==> src/rtl/and4_rr_arbiter.sv <==
// and4_rr_arbiter: round-robin arbiter that shares one registered W-bit AND
// datapath (y = a & b) between NREQ requesters. The result is returned with
// the id of the requester that owns it.
// Optional feature: define AND4_ARB_CNT_EN to add a saturating 8-bit grant
// counter per requester on output grant_cnt.
module and4_rr_arbiter #(
  parameter int unsigned NREQ = 4,
  parameter int unsigned W    = 4
) (
  input  logic                     clk,
  input  logic                     rst,
  input  logic [NREQ-1:0]          req,
  input  logic [NREQ*W-1:0]        a_in,
  input  logic [NREQ*W-1:0]        b_in,
  output logic [NREQ-1:0]          gnt,
  output logic                     rsp_valid,
  output logic [$clog2(NREQ)-1:0]  rsp_id,
  output logic [W-1:0]             rsp_y,
  input  logic                     rsp_ready
`ifdef AND4_ARB_CNT_EN
  ,
  output logic [NREQ*8-1:0]        grant_cnt
`endif
);

  localparam int unsigned IDW = $clog2(NREQ);

  typedef enum logic [0:0] {StIdle, StResp} state_e;

  state_e          r_state;
  state_e          w_state_d;
  logic [IDW-1:0]  r_rr_ptr;
  logic            r_rsp_valid;
  logic [IDW-1:0]  r_rsp_id;
  logic [W-1:0]    r_rsp_y;

  logic            w_found;
  logic [IDW-1:0]  w_win_id;
  logic [NREQ-1:0] w_gnt_raw;
  logic [W-1:0]    w_win_y;
  logic            w_fire;
  int unsigned     w_idx;

  // Round-robin search starting just after the last winner; first set req wins.
  always_comb begin
    w_found   = 1'b0;
    w_win_id  = '0;
    w_idx     = 0;
    for (int unsigned k = 1; k <= NREQ; k++) begin
      w_idx = (int'(r_rr_ptr) + k) % NREQ;
      if (!w_found && req[w_idx]) begin
        w_found  = 1'b1;
        w_win_id = IDW'(w_idx);
      end
    end
    w_gnt_raw = '0;
    if (w_found) begin
      w_gnt_raw[w_win_id] = 1'b1;
    end
  end

  // Winner's operands through the shared AND datapath.
  always_comb begin
    w_win_y = a_in[int'(w_win_id)*W +: W] & b_in[int'(w_win_id)*W +: W];
  end

  // Next-state and grant decode; gnt is forced low during reset and in StResp.
  always_comb begin
    w_state_d = r_state;
    gnt       = '0;
    w_fire    = 1'b0;
    unique case (r_state)
      StIdle: begin
        if (w_found && !rst) begin
          gnt       = w_gnt_raw;
          w_fire    = 1'b1;
          w_state_d = StResp;
        end
      end
      StResp: begin
        if (rsp_ready) begin
          w_state_d = StIdle;
        end
      end
      default: w_state_d = StIdle;
    endcase
  end

  // State register.
  always_ff @(posedge clk or posedge rst) begin
    if (rst) begin
      r_state <= StIdle;
    end else begin
      r_state <= w_state_d;
    end
  end

  // Capture winner's result and advance the pointer; clear valid on handshake.
  always_ff @(posedge clk or posedge rst) begin
    if (rst) begin
      r_rr_ptr    <= IDW'(NREQ - 1);
      r_rsp_valid <= 1'b0;
      r_rsp_id    <= '0;
      r_rsp_y     <= '0;
    end else begin
      if (w_fire) begin
        r_rsp_y     <= w_win_y;
        r_rsp_id    <= w_win_id;
        r_rr_ptr    <= w_win_id;
        r_rsp_valid <= 1'b1;
      end else if (r_state == StResp && rsp_ready) begin
        r_rsp_valid <= 1'b0;
      end
    end
  end

  assign rsp_valid = r_rsp_valid;
  assign rsp_id    = r_rsp_id;
  assign rsp_y     = r_rsp_y;

`ifdef AND4_ARB_CNT_EN
  logic [NREQ*8-1:0] r_grant_cnt;

  for (genvar gi = 0; gi < NREQ; gi++) begin : g_cnt
    // Saturating per-requester grant counter.
    always_ff @(posedge clk or posedge rst) begin
      if (rst) begin
        r_grant_cnt[gi*8 +: 8] <= 8'h00;
      end else if (gnt[gi] && r_grant_cnt[gi*8 +: 8] != 8'hFF) begin
        r_grant_cnt[gi*8 +: 8] <= r_grant_cnt[gi*8 +: 8] + 8'h01;
      end
    end
  end

  assign grant_cnt = r_grant_cnt;
`else
  // Counters absent; arbitration is unaffected.
`endif

endmodule
==> config.mk <==
export PLATFORM = sky130hd
export DESIGN_NAME = and4_rr_arbiter
export DESIGN_NICKNAME = d
export VERILOG_FILES = /design/src/rtl/and4_rr_arbiter.sv
export SDC_FILE = /design/constraint.sdc
export NUM_CORES = 1
export LEC_CHECK = 0
export ABC_CLOCK_PERIOD_IN_PS = 1790
export CORE_MARGIN = 2
export CORE_UTILIZATION = 35
export CTS_CLUSTER_DIAMETER = 80
export DETAILED_ROUTE_END_ITERATION = 8
export PLACE_DENSITY = 0.87
export SLEW_MARGIN = 5
export SYNTH_ARGS = -nofsm -noshare
export SYNTH_HDL_FRONTEND = slang
export SYNTH_SLANG_ARGS = --single-unit
==> constraint.sdc <==
create_clock -name clk -period 1.79 [get_ports clk]
set_input_delay 0.2685 -clock clk [delete_from_list [all_inputs] [get_ports clk]]
set_output_delay 0.2685 -clock clk [all_outputs]
set_load 0.01 [all_outputs]
# After elaboration in Yosys (flattened, before gate mapping)
# Cells that the tools add are included.
# Widths: inputs -> output; s select.
totals:
  ff_bits: 10
  in_bits: 39
classes:
  addsub: 4
  n_lt_le_gt_ge: 6
  n_shift: 2
  n_mux: 27
  n_bitwise: 2
  n_reduce_logical: 11
op_table:
  columns: ["cell", "n"]
  rows:
  - ["$shiftx 16x5->4", 2]
  - ["$lt 2x3->1 const B", 5]
  - ["$mux 1", 14]
  - ["$mux 4", 3]
  - ["$bmux 1 s2", 4]
  - ["$mux 2", 4]
  - ["$logic_and 1x1->1", 6]
  - ["$add 2x1->2 const B", 2]
  - ["$add 2x2->2 const B", 2]
  - ["$and 4x4->4", 1]
  - ["$logic_not 1->1", 4]
  - ["$demux 1 s2", 1]
  - ["$ge 2x1->1 const B", 1]
  - ["$pmux 1 s2", 1]
  - ["$reduce_bool 2->1", 1]
  - ["$not 1->1", 1]

# Logic depth before layout (Yosys ltp)
logic_depth:
  ltp_word: 20
  depth_mapped: 5
  ltp_nobuf: 5

# Worst setup path after synthesis
# OpenSTA, ideal clock, no wires.
synth_timing:
  path_kind: "register to output"
  start: "reg r_rr_ptr[1]"
  end: "out gnt[1]"
  t_arrival_ps: 1356
  t_required_ps: 1521
  setup_slack_ps: 165
  stages_incl_launch_ff: 5
  cell_sequence: "dfstp_2 nand2b_1 a21oi_2 o221a_2 nor3_1"
synth_between:
  elab_chain_len: 20
  word_cells_on_any_way: 35
synth_rtl:
  columns: ["item", "line_no", "rtl"]
  rows:
  - ["start, declared", "32", "logic [IDW-1:0] r_rr_ptr;"]
  - ["start signal, assigned", "101", "r_rr_ptr <= IDW'(NREQ - 1);"]
  - ["start signal, assigned", "109", "r_rr_ptr <= w_win_id;"]
  - ["$add 2x1->2", "50", "w_idx = (int'(r_rr_ptr) + k) % NREQ;"]
  - ["$bmux 1 s2", "51", "if (!w_found && req[w_idx]) begin"]
  - ["$mux 1 (not written as such)", "51", null]
  - ["$mux 1", "51", null]
  - ["$logic_not 1->1", "51", null]
  - ["$logic_and 1x1->1", "51", null]
  - ["$mux 1", "51", null]
  - ["$logic_not 1->1", "51", null]
  - ["[... 4 more ...]", null, null]
  - ["$mux 2", "51", null]
  - ["$lt 2x3->1 (not written as such) or $ge 2x1->1 (tied branches)", "58", "w_gnt_raw[w_win_id] = 1'b1;"]
  - ["$logic_and 1x1->1 (not written as such)", "58", null]
  - ["$mux 1 (not written as such)", "58", null]
  - ["$demux 1 s2", "58", null]
  - ["$mux 4", "57", "if (w_found) begin"]
  - ["$mux 4 (*)", "74", "if (w_found && !rst) begin"]
  - ["$mux 4 (*)", "72", "unique case (r_state)"]
  - ["end, declared", "15", "output logic [NREQ-1:0] gnt,"]
# Mark *: on every way between the ends. The rest lies on a longest branch, timed or not. The select of a mux whose other input is x is not followed.

# Final worst setup path
# Ends and elaborated chain as after synthesis.

==> qor.log <==
qor: drt.drcViolationCount 0
qor: synth.count_of_flip_flops_with_a_built_in_enable_after_synthesis 0
qor: timing.maxSlewHeadroom 0.7599
qor: synth.yosys-top-cells-count 28 x sky130_fd_sc_hd__nand2_1, 8 x sky130_fd_sc_hd__dfrtp_1, 7 x sky130_fd_sc_hd__nor2_1
qor: timing.finalHoldViolCount 0
qor: cts.max-clock-path-buffers 2
qor: place.portBuffers 49
qor: synth.synth.avg_cell_area 8.942 sq um
qor: cts.cts_sinks 10
qor: drt.via_count 928
qor: synth.synth-compound-area-share 0.2167
qor: critical_path.worst_path_largest_cell_delay 0.61 ns
qor: grt.grt_use_total 0.2426
qor: drt.ant_nets 0
qor: cells_and_area.layout.cells.non_filler 185
qor: timing.worst_path_setup_slack_after_routing -0.1125 ns
qor: timing.setup-violations-final 7
qor: synth.total_of_flip_flops_plus_latches_after_synthesis 10
qor: place.preCtsSetupSlack -0.5849 ns
qor: cells_and_area.layout.nets 198
qor: critical_path.worstPathMaxFanout 4
qor: grt.grtUsageMet2 0.4578
qor: grt.grt_pass1_wl 4547 um
qor: cts.tritoncts_clock_tree done
qor: synth.synth_top_family_by_area simple AND/OR/NAND/NOR gates
qor: synth.ys_warn_count 0
qor: critical_path.capturing_element_type_of_the_critical_path primary output
qor: critical_path.crit_type reg -> out
qor: cells_and_area.area_delta_synth_final 115.7%
qor: cells_and_area.layout-drive-gt1-share 0.3924
qor: grt.grt_max_degree 11
qor: pwr.ir_drop 712.6 uV
qor: synth.dominantRegCellSynth sky130_fd_sc_hd__dfrtp_1
qor: critical_path.crit_path_cell_trace nand2b_4, a21oi_4, o221a_4, nor3_2, buf_2
qor: grt.gr-max-usage-layer met2
qor: synth.post-synth-top-area-fraction 0.2730
qor: grt.grt_antenna_before_repair 0
qor: timing.grt_setup_unrepaired yes
qor: synth.yosysSeqAreaShare 0.3447
qor: die.core 0.001962 sq mm
qor: drt.wirelength 2987 um
qor: synth.syn_nets 121
qor: synth.yosys-top-cells-area sky130_fd_sc_hd__dfrtp_1 27%, sky130_fd_sc_hd__nand2_1 14%, sky130_fd_sc_hd__dfstp_2 7.2%
qor: critical_path.slowest_library_cell_on_the_worst_path sky130_fd_sc_hd__dfstp_2
qor: cells_and_area.fillerInstances 132
qor: cells_and_area.final_util 0.8061
qor: pwr.static-leakage-power 0.6870 nW
qor: die.start_util 0.3737
qor: drt.drtPass1Iterations 4
qor: timing.fmax 0.5256 GHz
qor: grt.globalRouteOverflowTotal 0
qor: status.run_status complete, but fails checks
qor: die.fp-row-count 16
qor: timing.timing_max_transition_violations_final 0
qor: synth.synth_cells 82
qor: cts.worst_skew_pair.late_latency 0.26 ns
qor: flow_run.max-cap-violations 0
qor: die.die_height 49.77 um
qor: timing.timing.final.crit_share 1.063
qor: cts.postCtsHoldBufs 0
qor: pwr.overall_power_of_the_completed_layout 1.474 mW
qor: place.globalplace.congestion 0.7511
qor: die.die_width 49.77 um
qor: die.design.die.area 0.002477 sq mm
qor: synth.synthSimpleGateAreaFrac 0.2782
qor: cts.cts.reportedPaths.clkPinSlew 0.06 ns
qor: synth.synth-xor-area-share 0
qor: cells_and_area.num_antenna_cells 0
qor: synth.netlist-cell-type-count 27
qor: pwr.pwr_density_cell 932.0 mW/mm^2
qor: status.violations negative setup slack
qor: critical_path.arrival 1.63 ns
qor: synth.synth_async_sr_flop_share 1.000
qor: synth.muxShareOfSynthArea 0.1433
qor: drt.route.detailed.vias_per_inst 5.016
qor: timing.final.setup_skew 0.005173 ns
qor: grt.first_global_vias 984
qor: critical_path.timing.critical_path.required 1.52 ns
qor: place.placedCellCount 175
qor: die.number_of_top_level_pins 50
qor: cts.cts_made_buffers 3
qor: drt.route.detailed.wl_per_inst 16.15 um
qor: synth.mapped_cell_area 733.2 sq um
qor: timing.finalWorstPathRequiredPeriod 1.902 ns
qor: timing.transition_at_the_pin_with_the_smallest_max_transition_slack 0.3597 ns
qor: place.place.detailed.hpwl 2133 um
qor: critical_path.worst_setup_path_start_kind flop
qor: drt.drt_iter0_drc 15
qor: synth.arithmetic_cell_share_of_the_synthesized_area_counting_full_adders_half_adders_and_majority_gates 0
qor: grt.groute.layer.met1.usage 0.2672
qor: timing.finalHoldWorstSlack 0.4379 ns
qor: worst_hold_path.min-delay-path-class in -> async
qor: synth.post-synth-top-count-cell sky130_fd_sc_hd__nand2_1
qor: synth.netlist.top_cell.by_area sky130_fd_sc_hd__dfrtp_1
qor: cts.h-tree-depth 1
qor: grt.globalRouteMet3Util 0.03030
qor: cts.cts_root_buf sky130_fd_sc_hd__clkbuf_4
flip-flops by register name (all words and copies together) (netlist names):
name and cells:
rsp_y 4, r_rr_ptr 2, rsp_id 2, r_state 1, rsp_valid 1
cell families after synthesis:
group,count (synthesis)
multiplexers,9
AND/OR/NAND/NOR,45
flip-flops,10
buffers and inverters,3
AO/OA/AOI/OAI,15
cell type report:
type                       count  area (sq um)  share of cell area
clock buffer                   4         26.28             0.01661
inverter                       2         7.507            0.004747
multi-input combinational     69         604.3              0.3821
timing repair buffer          73         656.9              0.4153
sequential                    10         252.7              0.1598
tap                           27         33.78             0.02136
critical path, delay by kind of cell, from the launching register on:
family / cells / cell delay, ns
buffers and inverters: 1 / 0.15
and+or+nand+nor: 2 / 0.26
AOI/OAI and AO/OA: 2 / 0.35
DFF: 1 / 0.61
power breakdown:
group	internal (mW)	total [mW]	switching, mW
combinational	0.547	0.938	0.391
sequential	0.317	0.377	0.0605
clock	0.0860	0.159	0.0730
total	0.950	1.47	0.524
path summary, 6_finish.rpt:
check / from / endpoint / slack (ns) / depth (start not counted)
max in group asynchronous: rst / r_rr_ptr[1] / 1.04 / 3
min in group clk: rsp_valid / rsp_valid / 0.49 / 2
hold / removal: rst / rsp_y[0] / 0.44 / 3
hold reg to reg: rsp_valid / rsp_valid / 0.49 / 2
setup reg to reg: r_rr_ptr[1] / rsp_y[0] / -0.09 / 8
setup / recovery: r_rr_ptr[1] / gnt[1] / -0.11 / 5
cells in the final DEF, fill, tap and decap left out, drive strengths merged, types with 4 or more instances in the layout:
master,count
o2111a,4
dfrtp,8
mux2,6
nor2,8
buf,28
dlygate4sd2,4
clkbuf,4
clkdlybuf4s50,41
nand2,28
timing repair:
item                       in CTS  in global routing
setup buffers                   3                  3
setup endpoints to repair       7                  8
resized for setup              40                  9
pin swaps                       9                  7
per-stage QoR:
step                instance area, sq um  TNS, ns
floorplan                          733.2        0
detailed placement                  1388   -3.934
global placement                    1388   -3.351
finish                              1582  -0.5750
global route                        1582   -1.052
CTS                                 1520  -0.4284
routing by layer:
layer | routed length (um) | part of all wire
met1 | 1123 | 0.38
met2 | 1671 | 0.56
met3 | 106 | 0.035
met4 | 86 | 0.029
met5 | 0 | 0
Note: power is estimated with default switching activity, not from simulation.
